### config.mk
export PLATFORM = sky130hd
export DESIGN_NAME = link_rx_fifo
export DESIGN_NICKNAME = d
export VERILOG_FILES = /design/src/rtl/link_rx_fifo.sv
export SDC_FILE = /design/constraint.sdc
export NUM_CORES = 1
export LEC_CHECK = 0
export ABC_AREA = 1
export CELL_PAD_IN_SITES_DETAIL_PLACEMENT = 1
export CELL_PAD_IN_SITES_GLOBAL_PLACEMENT = 1
export CORE_MARGIN = 4
export CORE_UTILIZATION = 43
export CTS_CLUSTER_DIAMETER = 200
export DETAILED_ROUTE_END_ITERATION = 16
export HOLD_SLACK_MARGIN = 0.12
export PLACE_DENSITY_LB_ADDON = 0.1
export SYNTH_ARGS = -nofsm -noshare
export SYNTH_HDL_FRONTEND = slang
export SYNTH_SLANG_ARGS = --single-unit
export TNS_END_PERCENT = 20
### constraint.sdc
create_clock -name clk -period 2.6 [get_ports clk]
set_clock_uncertainty 0.2 [all_clocks]
set_input_delay 0.52 -clock clk [delete_from_list [all_inputs] [get_ports clk]]
set_output_delay 0.52 -clock clk [all_outputs]
set_load 0.01 [all_outputs]
### src/rtl/link_rx_fifo.sv
// link_rx_fifo: 4-phase link slave feeding a valid/ready FIFO with per-burst checksum
module link_rx_fifo #(
  parameter int DATA_W    = 8,
  parameter int DEPTH     = 4,
  parameter int BURST_LEN = 4
) (
  input  logic                     clk,
  input  logic                     rst,
  input  logic                     req,
  input  logic [DATA_W-1:0]        data,
  output logic                     ack,
  output logic [DATA_W-1:0]        out_data,
  output logic                     out_valid,
  input  logic                     out_ready,
  output logic                     burst_done,
  output logic [7:0]               checksum,
  output logic [$clog2(DEPTH):0]   fill
);
  localparam int AW = $clog2(DEPTH);
  localparam int CW = $clog2(BURST_LEN + 1);
  typedef enum logic {IDLE, WAIT_REL} state_t;
  state_t state, state_nx;
  logic push, pop;
  logic [AW-1:0] wr_ptr, rd_ptr;
  logic [DATA_W-1:0] mem [DEPTH];
  logic [CW-1:0] cnt;
  logic [7:0] sum, d8;
  always_comb begin
    push = (state == IDLE) && req && (fill < (AW+1)'(DEPTH));
    state_nx = push ? WAIT_REL : ((state == WAIT_REL) && req) ? WAIT_REL : IDLE;
  end
  assign ack       = state == WAIT_REL;
  assign out_valid = fill != '0;
  assign pop       = out_valid && out_ready;
  assign out_data  = out_valid ? mem[rd_ptr] : '0;
  assign d8        = 8'(data);
  always_ff @(posedge clk)
    if (push) mem[wr_ptr] <= data;
  always_ff @(posedge clk or posedge rst) begin
    if (rst) begin
      state      <= IDLE;
      wr_ptr     <= '0;
      rd_ptr     <= '0;
      fill       <= '0;
      cnt        <= '0;
      sum        <= '0;
      checksum   <= '0;
      burst_done <= 1'b0;
    end else begin
      state      <= state_nx;
      burst_done <= 1'b0;
      if (push) wr_ptr <= wr_ptr + 1'b1;
      if (pop) rd_ptr <= rd_ptr + 1'b1;
      fill <= fill + {{AW{1'b0}}, push} - {{AW{1'b0}}, pop};
      // the closing word of a burst is folded into checksum, not into sum
      if (push) begin
        if (cnt == CW'(BURST_LEN - 1)) begin
          burst_done <= 1'b1;
          checksum   <= sum + d8;
          cnt        <= '0;
          sum        <= '0;
        end else begin
          cnt <= cnt + 1'b1;
          sum <= sum + d8;
        end
      end
    end
  end
endmodule

### Word level (Yosys, flattened, before mapping)

Memory sizes are Yosys's and may differ from the RTL's.
Index checks and enable logic that the tools add are counted.

| storage, ports and cells | value |
|---|---|
| register bits | 28 |
| RAM bits | 32 |
| input bits | 12 |
| output and inout port bits | 22 |
| logic and storage cells | 33 |
| memories | 1 |

Memory list:

| name | depth | bits a word | rd ports | clocked after Yosys merged registers in | wr ports | line | text |
|---|---|---|---|---|---|---|---|
| mem | 4 | 8 | 1 | 0 | 1 | 25 | `logic [DATA_W-1:0] mem [DEPTH];` |

| cells by class | value |
|---|---|
| $add $sub $neg | 6 |
| magnitude comparators | 1 |
| equal/unequal tests | 1 |
| muxes and demuxes | 9 |
| bitwise logic cells | 1 |
| reduce and logical (&&, ||, !) cells | 6 |

Operators with widths:

| cell | count |
|---|---|
| $mux 8 | 2 |
| $add 8x8->8 | 1 |
| $mux 1 | 6 |
| $add 2x1->2 const B | 2 |
| $logic_and 1x1->1 | 4 |
| $add 3x1->3 | 1 |
| $add 3x1->3 const B | 1 |
| $eq 3x2->1 const B | 1 |
| $lt 3x3->1 const B | 1 |
| $mux 3 | 1 |
| $reduce_bool 3->1 | 1 |
| $sub 3x1->3 | 1 |
| $reduce_and 2->1 | 1 |
| $not 1->1 | 1 |

### Longest topological paths before layout

Gate-level depths: netlist of the first run.

| logic depth | value |
|---|---|
| depth in word-level cells | 5 |
| gate-level depth with buffers | 10 |
| depth with buffers taken out | 10 |

### Least setup slack after synthesis of the first run

Ideal clock, no wire load.

| path | value |
|---|---|
| kind | reg2reg |
| start | register fill[2] |
| end | register fill[2] |
| setup time | 132 ps |
| arrival | 2,127 ps |
| required time | 2,268 ps |
| setup slack | 142 ps |
| stages on the path, launching flop included | 11 |
| clock period less this slack | 2,458 ps |
| cells stage by stage | dfrtp_1 -> nor3_4 -> inv_2 -> nand2_2 -> inv_1 -> ha_1 -> inv_1 -> ha_1 -> fa_1 -> xnor2_1 -> xor2_1 |

| on the way | value |
|---|---|
| elaborated cells between the ends (all ways) | 6 |
| those cells by class | add/sub: 2; order compare: 1; reduce/logical: 3 |

RTL lines:

| item | line | text |
|---|---|---|
| from (decl) | 17 | `output logic [$clog2(DEPTH):0] fill` |
| from (signal assigned) | 54 | `fill <= fill + {{AW{1'b0}}, push} - {{AW{1'b0}}, pop};` |
| $reduce_bool 3->1 | 33 | `assign out_valid = fill != '0;` |
| named net out_valid | 13 | `output logic out_valid,` |
| $logic_and 1x1->1 | 34 | `assign pop = out_valid && out_ready;` |
| named net pop | 23 | `logic push, pop;` |
| $sub 3x1->3 | 54 |  |

The timed path passes the listed nets, and every way through them passes these cells.
A chain may end at the register's enable or synchronous reset.

### Worst setup path after layout of the first run

| path | value |
|---|---|
| start | register rd_ptr[0] |
| end | output out_data[1] |

| on the way | value |
|---|---|
| word-level cells in the longest chain between the ends | 2 |

RTL lines:

| item | line | text |
|---|---|---|
| from (decl) | 24 | `logic [AW-1:0] wr_ptr, rd_ptr;` |
| from (signal assigned) | 53 | `if (pop) rd_ptr <= rd_ptr + 1'b1;` |
| $mem_v2 4x8 | n/a |  |
| $mux 8 | 35 | `assign out_data = out_valid ? mem[rd_ptr] : '0;` |
| to (decl) | 12 | `output logic [DATA_W-1:0] out_data,` |

Every way passes these cells.

==> flow_summary.toml, run 1 <==
[run_status]
status = "completed"

[worst_setup_path]
critPathBufInv = 2
path_common_cell = "nor2_1"
cp_slowest_stage_delay_ps = 540
slowest_stage = "clkdlybuf4s50_1"
crit_fanout = 16
required_ps = 1880
critPathLaunchType = "flop"
cp_cell_sequence = "buf_12, nor2_1, nor2_1, o21ai_0, a21oi_1, clkdlybuf4s50_1"
endpoint_kind = "output port"
critPathKind = "flop to output port"
crit_family = "buffers and inverters"
cp.arrival_ps = 1840

[power]
p_total_mw = 4.03
power_density_nw_per_um2 = 1150
power.share.switching_pct = 38.0
power.leakage_nw = 1.62
p_seq_share_pct = 35.6
ir_worst_vdd_mv = 0.546
comb_power_share_pct = 44.7
switchingPower_mw = 1.53
pwr-share-clk_pct = 19.7
intPower_mw = 2.50

[global_route]
grt_max_degree = 29
grt_pass1_wl_um = 10200
gr-total-overflow = 0
grt_util_all_layers_pct = 17.7
antenna_found_initial = 0
grt_pass1_vias = 2069

[finish]
diodes = 0
fin_nets = 353
syn_to_final_growth_pct = 24.5
nFillCells = 697
layout-drive-gt1-share_pct = 13.6
stdcell_area_um2 = 3510
fin_util_pct = 55.2

[logic_synthesis]
netlist_instances = 273
yosys.cell_types.count = 27
netlist_area_um2 = 2820
synth_seq_cells = 60
yosysSeqAreaShare_pct = 59.0
synth_nets = 301
yosysWarnings = 0
synth.avg_cell_area_um2 = 10.3

[die]
io_pins = 34
die_h_um = 88.9
coreArea_um2 = 6350
dieArea_um2 = 7910
start_util_pct = 44.3
die_w_um = 88.9
placementRows = 29

[place]
dpl.hpwl_um = 4370
placed_area_um2 = 3310
io_buffer_count = 33
gp_congestion = 0.838

[routing]
vias_per_cell = 4.92
drt_first_pass_iters = 4
drc = 0
routed_wl_um = 6100
wl_per_cell_um = 15.0
ant_nets = 0
vias = 2001
drt_iter0_markers = 67

[clock_tree]
cts_buffer_depth = 2
cts_buffers = 9
path_clk_slew_ps = 70
clock-sinks = 60
insertion_delay_ps = 340
cts_tree = "done"
cts_hold_buffers = 0
root_buffer = "clkbuf_8"
htreeDepth = 3

[timing]
layout_min_cycle_time_ps = 2560
grt_setup_unrepaired = "yes"
worst_pin_slew_ps = 362
slew_violations = 0
timing.final.crit_share_pct = 98.7
hold_viol = 0
slew_headroom_pct = 75.8
finalSetupViolations = 0
fmax_mhz = 390

[worst_hold_path]
hold_path_class = "flop to flop"

[job]
drv_cap = 0
[per-stage QoR]
stage | setup slack, ps | TNS (ps) | hold slack [ps] | cells
global placement | 5.30 | 0 | 264 | 390
detailed placement | -67.6 | -67.6 | 269 | 390
floorplan | 142 | 0 | 253 | 273
global route | -108 | -108 | 321 | 407
CTS | 10.1 | 0 | 293 | 407
finish | 35.0 | 0 | 289 | 407
[final timing paths]
kind,from,endpoint,slack [ps],cells after the start
setup / recovery,rd_ptr[0],out_data[1],40,6
hold / removal,sum[5],sum[5],290,2
setup reg to reg,fill[2],fill[2],220,10
hold reg to reg,sum[5],sum[5],290,2
max in group asynchronous,rst,sum[0],1590,3
min in group asynchronous,rst,checksum[0],350,3
[logic make-up after synthesis]
| kind of cell | synth area share [%] |
|---|---|
| AO/OA/AOI/OAI | 7.20 |
| XOR/XNOR | 1.87 |
| adder cells (fa/ha/maj) | 7.64 |
| buffers and inverters | 5.64 |
| flip-flops | 59.0 |
| AND/OR/NAND/NOR | 18.6 |
[sequential cells by signal (all words and copies together), names as in the netlist]
name        flops
ack             1
checksum        8
fill            3
sum             8
wr_ptr          2
burst_done      1
cnt             3
mem            32
rd_ptr          2
[metal layers]
metal | wire (µm) | vias up | GRT usage, %
met5 | 0 | - | 0
met3 | 194 | 10 | 4.15
met1 | 2740 | 957 | 21.6
li1 | - | 1000 | -
met2 | 3030 | 34 | 29.8
met4 | 134 | 0 | 8.38
[repair_timing]
item,in CTS,in global routing
setup buffers,1,0
hold endpoints to repair,0,0
resized for setup,3,6
setup endpoints to repair,4,5
[tightest hold or removal path: cells and delay by family (launching register included)]
kind / cells / cell delay (ps)
DFF: 1 / 350
and+or+nand+nor: 2 / 100
[cell type report]
type	instances	area, µm²	area share (%)
inverter	31	118	3.35
sequential	60	1660	47.4
timing repair buffer	47	454	13.0
tap	77	96.3	2.75
clock buffer	9	124	3.53
clock inverter	7	57.6	1.64
multi-input combinational	176	995	28.4
[cells in the final DEF (no fill, tap or decap), types with 2 or more instances in the layout]
cell type	count
nand3_1	16
clkbuf_8	9
clkdlybuf4s50_1	26
clkinv_2	5
inv_1	24
dlygate4sd2_1	3
dlymetal6s2s_1	4
nor2_1	41
inv_2	6
o21ai_0	21
clkinv_1	2
xor2_1	3
nand2_1	51
edfxtp_1	32
a21oi_1	11
dfrtp_1	28
fa_1	2
ha_1	14
xnor2_1	3
o21ai_2	3
nand3b_1	2
buf_4	13
[synth_stat cells (all sizes together)]
cell	count	area, µm²
nand2	53	209
or2	1	6.26
edfxtp	32	961
a21oi	11	55.1
a22o	1	8.76
clkbuf	1	5.00
inv	31	116
o21ai	24	131
ha	14	175
nand3	17	97.6
buf	5	37.5
nand3b	2	15.0
nor3	1	16.3
dfrtp	28	701
xnor2	3	26.3
a21o	1	7.51
xor2	3	26.3
fa	2	40.0
nor2	43	180
[power by group through the flow]
stage / sequential [mW] / combinational (mW) / clock [mW]
floorplan: 1.44 / 1.10 / 0
global placement: 1.44 / 1.79 / 0
detailed placement: 1.45 / 1.86 / 0
CTS: 1.43 / 1.86 / 0.814
global route: 1.46 / 2.05 / 0.866
finish: 1.43 / 1.80 / 0.793
Note: power is estimated with default switching activity, not from simulation.
==> run 2: changes to the inputs <==
--- a/config.mk
+++ b/config.mk
@@ -14,6 +14,9 @@
 export DETAILED_ROUTE_END_ITERATION = 16
 export HOLD_SLACK_MARGIN = 0.12
 export PLACE_DENSITY_LB_ADDON = 0.1
+export RECOVER_POWER = 50
+export SETUP_SLACK_MARGIN = 0.15
+export SKIP_CTS_REPAIR_TIMING = 1
 export SYNTH_ARGS = -nofsm -noshare
 export SYNTH_HDL_FRONTEND = slang
 export SYNTH_SLANG_ARGS = --single-unit
==> run 2 against run 1 <==
Effect of this change: the flow now finishes with violations (capacitance limit, slew limit); non-clock buffer count fell by 4; clock power is essentially flat; final cell count shrank 0.98%; design area decreased by 0.36%; clock-buffer cell count rose by 1; global-route usage rose by 0.57 points; largest cell class unchanged; highest routed layer unchanged.
==> flow_summary.toml, run 2 (synthesized netlist as in run 1, its figures left out) <==
[run_status]
status = "finished with violations"
violations = "capacitance limit, slew limit"

[routing]
drc = 0
vias_per_cell = 4.96
vias = 1998
routed_wl_um = 6290
wl_per_cell_um = 15.6
drt_iter0_markers = 78
ant_nets = 0
drt_first_pass_iters = 4

[finish]
syn_to_final_growth_pct = 24.1
fin_util_pct = 55.0
final_common_cell = "nand2_1"
reg_top3 = "mem x32, checksum x8, sum x8"
diodes = 0
fin_nets = 349
top_register = "mem"
layout-drive-gt1-share_pct = 13.5
largest_reg_flops = 32
layout_common_cells = "nand2_1 (51), nor2_1 (41), edfxtp_1 (32)"
final_cells = 403
stdcell_area_um2 = 3490

[clock_tree]
root_buffer = "clkbuf_8"
cts_buffers = 9
clock-sinks = 60
htreeDepth = 3
path_clk_slew_ps = 70
cts_buffer_depth = 2
cts_tree = "done"
insertion_delay_ps = 340

[place]
place_ws_ps = -78.6
place_inst = 387
io_buffer_count = 33
gp_congestion = 0.820
dpl.hpwl_um = 4440
placed_area_um2 = 3290

[die]
die_w_um = 88.9
dieArea_um2 = 7910
io_pins = 34
start_util_pct = 44.3
die_h_um = 88.9
placementRows = 29
coreArea_um2 = 6350

[timing]
timing.final.crit_share_pct = 99.3
whs_ps = 283
grt_setup_unrepaired = "yes"
slew_violations = 29
worst_pin_slew_ps = 1560
postLayoutSetupSlackWorst_ps = 17.5
fmax_mhz = 387
layout_min_cycle_time_ps = 2580
finalSetupViolations = 0
hold_viol = 0
tns_ps = 0
slew_headroom_pct = -4.33

[power]
p_seq_share_pct = 35.3
power.share.switching_pct = 37.9
p_total_mw = 4.08
ir_worst_vdd_mv = 0.716
power.leakage_nw = 1.60
comb_power_share_pct = 45.3
pwr-share-clk_pct = 19.4
switchingPower_mw = 1.55
intPower_mw = 2.53
power_density_nw_per_um2 = 1170

[global_route]
grt_pass1_wl_um = 10600
grt_util_all_layers_pct = 18.3
grt_max_degree = 29
antenna_found_initial = 0
gr-total-overflow = 0
grt_pass1_vias = 2155

[worst_setup_path]
critPathKind = "flop to output port"
cp.arrival_ps = 1860
critPathLaunchType = "flop"
crit_fanout = 8
endpoint_kind = "output port"
r2r_slack_ps = 230
required_ps = 1880

[job]
drv_cap = 1

[worst_hold_path]
hold_path_class = "flop to flop"
-- run 2: critical path, cell delays in order (launching register included) --
cell             delay (ps)
dfrtp_1                 390
inv_1                   180
nor2_1                  150
o21ai_0                 110
a21oi_1                 150
clkdlybuf4s50_1         550
-- run 2: metal layers --
layer	wire, µm	up-vias	share of wire [%]	track usage, %
met2	3210	32	51	31.6
met5	0	-	0	0
met4	116	0	1.8	7.42
li1	-	989	-	-
met3	239	10	3.8	4.79
met1	2720	967	43	21.8
-- run 2: final timing paths --
path / cells after the start / to / start
max: 5 / out_data[5] / rd_ptr[1]
min: 2 / checksum[2] / checksum[2]
max reg2reg: 10 / fill[2] / fill[2]
min reg2reg: 2 / checksum[2] / checksum[2]
max in group asynchronous: 3 / rd_ptr[0] / rst
min in group asynchronous: 3 / checksum[0] / rst
-- run 2: final cells by class --
class	count	area, µm²
fillers	719	2860
well taps	77	96.3
inverters	31	118
multi-input cells	176	1010
clock inverters	6	56.3
repair buffers	43	423
clock buffers	10	128
flip-flops and latches	60	1670
-- run 2: power by group through the flow --
stage | Combinational, mW | Clock (mW) | Sequential (mW)
global placement | 1.78 | 0 | 1.44
detailed placement | 1.86 | 0 | 1.45
CTS | 1.88 | 0.809 | 1.44
floorplan | 1.10 | 0 | 1.44
finish | 1.85 | 0.794 | 1.44
global route | 2.10 | 0.863 | 1.48
==> run 3: changes to the inputs <==
--- a/config.mk
+++ b/config.mk
@@ -8,9 +8,9 @@
 export ABC_AREA = 1
 export CELL_PAD_IN_SITES_DETAIL_PLACEMENT = 1
 export CELL_PAD_IN_SITES_GLOBAL_PLACEMENT = 1
-export CORE_MARGIN = 4
+export CORE_MARGIN = 1.5
 export CORE_UTILIZATION = 43
-export CTS_CLUSTER_DIAMETER = 200
+export CTS_CLUSTER_DIAMETER = 60
 export DETAILED_ROUTE_END_ITERATION = 16
 export HOLD_SLACK_MARGIN = 0.12
 export PLACE_DENSITY_LB_ADDON = 0.1
==> run 3 against run 2 <==
Effect of this change: the run still ends with capacitance limit, slew limit left; hold slack improved by 6.5 ps; register-to-register slack about the same; first-iteration DRC count is the same; fmax is 6.6% higher; total power grew 1.0%; non-clock buffer count rose by 3; flip-flop and latch count unchanged; final cell count up 0.74%; core utilization is 0.41 points higher; sequential share of layout area is 0.46 points lower.
==> flow_summary.toml, run 3 (synthesized netlist as in run 1, its figures left out) <==
[finish]
syn_to_final_growth_pct = 25.0
layout-drive-gt1-share_pct = 10.9
fin_util_pct = 55.4
top_register = "mem"
seq_area_um2 = 1660
largest_reg_flops = 32
layout_common_cells = "nand2_1 (51), nor2_1 (41), edfxtp_1 (32)"
multi_input_comb_area_um2 = 991
nFillCells = 716
reg_top3 = "mem x32, checksum x8, sum x8"
diodes = 0
final_cells = 406
fin_nets = 352
stdcell_area_um2 = 3520
final_common_cell = "nand2_1"

[clock_tree]
cts_buffers = 9
root_buffer = "clkbuf_8"
cts_buffer_depth = 2
clock-sinks = 60
cts_tree = "done"
insertion_delay_ps = 330
htreeDepth = 3
path_clk_slew_ps = 60

[die]
start_util_pct = 44.3
placementRows = 29
coreArea_um2 = 6350
dieArea_um2 = 7040
die_w_um = 83.9
die_h_um = 83.9
io_pins = 34

[worst_setup_path]
cp.arrival_ps = 2440
reg2reg_from = "fill[1]"
endpoint_kind = "flop"
crit_fanout = 18
critPathLaunchType = "input pin"
reg2reg_depth = 10
required_ps = 2610
reg2reg_to = "fill[2]"
r2r_slack_ps = 220
critPathKind = "input pin to flop"

[timing]
finalSetupViolations = 0
worst_pin_slew_ps = 1510
grt_setup_unrepaired = "yes"
hold_viol = 0
slew_violations = 29
layout_min_cycle_time_ps = 2420
slew_headroom_pct = -0.981
fmax_mhz = 413
postLayoutSetupSlackWorst_ps = 177
timing.final.crit_share_pct = 93.2

[run_status]
violations = "capacitance limit, slew limit"
status = "finished with violations"

[place]
place_inst = 390
io_buffer_count = 33
gp_congestion = 0.788
place_ws_ps = -62.0
dpl.hpwl_um = 4260
placed_area_um2 = 3310

[worst_hold_path]
min_from = "sum[6]"
hold_path_class = "flop to flop"
whs_path_depth = 2
worstHoldEndpoint = "sum[6]"

[routing]
vias = 1967
drt_first_pass_iters = 4
drt_iter0_markers = 78
ant_nets = 0
drc = 0
vias_per_cell = 4.84
wl_per_cell_um = 14.6
routed_wl_um = 5920

[power]
p_total_mw = 4.12
ir_worst_vdd_mv = 0.576
power_density_nw_per_um2 = 1170
power.leakage_nw = 1.65

[global_route]
grt_pass1_wl_um = 10400
grt_max_degree = 29
gr-total-overflow = 0
grt_pass1_vias = 2116
grt_util_all_layers_pct = 19.4
antenna_found_initial = 0

[job]
drv_cap = 1
## run 3: worst max-delay path by stage
stage	slack, ps	from	to
2_1_floorplan	150	fill[1]	fill[2]
4_1_cts	-120	rd_ptr[0]	out_data[7]
3_5_place_dp	-60	req	fill[2]
5_1_grt	30	fill[1]	fill[2]
3_3_place_gp	8	req	fill[2]
6_report	180	req	cnt[1]
## run 3: through the flow
step,hold WS (ps),setup TNS [ps]
floorplan,253,0
global placement,266,0
detailed placement,268,-62.0
CTS,291,-539
global route,310,0
finish,289,0
## run 3: cell type report
class                   count  area share, %
clock buffers               9           3.52
clock inverters             7           2.31
inverters                  31           3.31
multi-input cells         176           28.2
flip-flops and latches     60           47.2
well taps                  77           2.74
repair buffers             46           12.8
## run 3: layer usage
metal  up-vias  global-route usage (%)  part of all wire, %
met5         -                       0                    0
met4         0                    7.90                  1.7
met3         7                    4.65                  3.2
met2        30                    33.1                   51
met1       934                    23.6                   44
li1        996                       -                    -
## run 3: power breakdown
| part | leakage, nW | switching (mW) | total [mW] | internal, mW |
|---|---|---|---|---|
| registers | 0.642 | 0.159 | 1.42 | 1.26 |
| clock network | 0.105 | 0.354 | 0.881 | 0.526 |
| logic | 0.906 | 0.998 | 1.82 | 0.823 |
| total | 1.65 | 1.51 | 4.12 | 2.61 |
## run 3: critical path: stages
cell and delay (ps):
clkdlybuf4s50_1 460, nand3_4 110, clkbuf_1 780, inv_2 160, nand2_4 130, inv_2 80
a22o_1 190
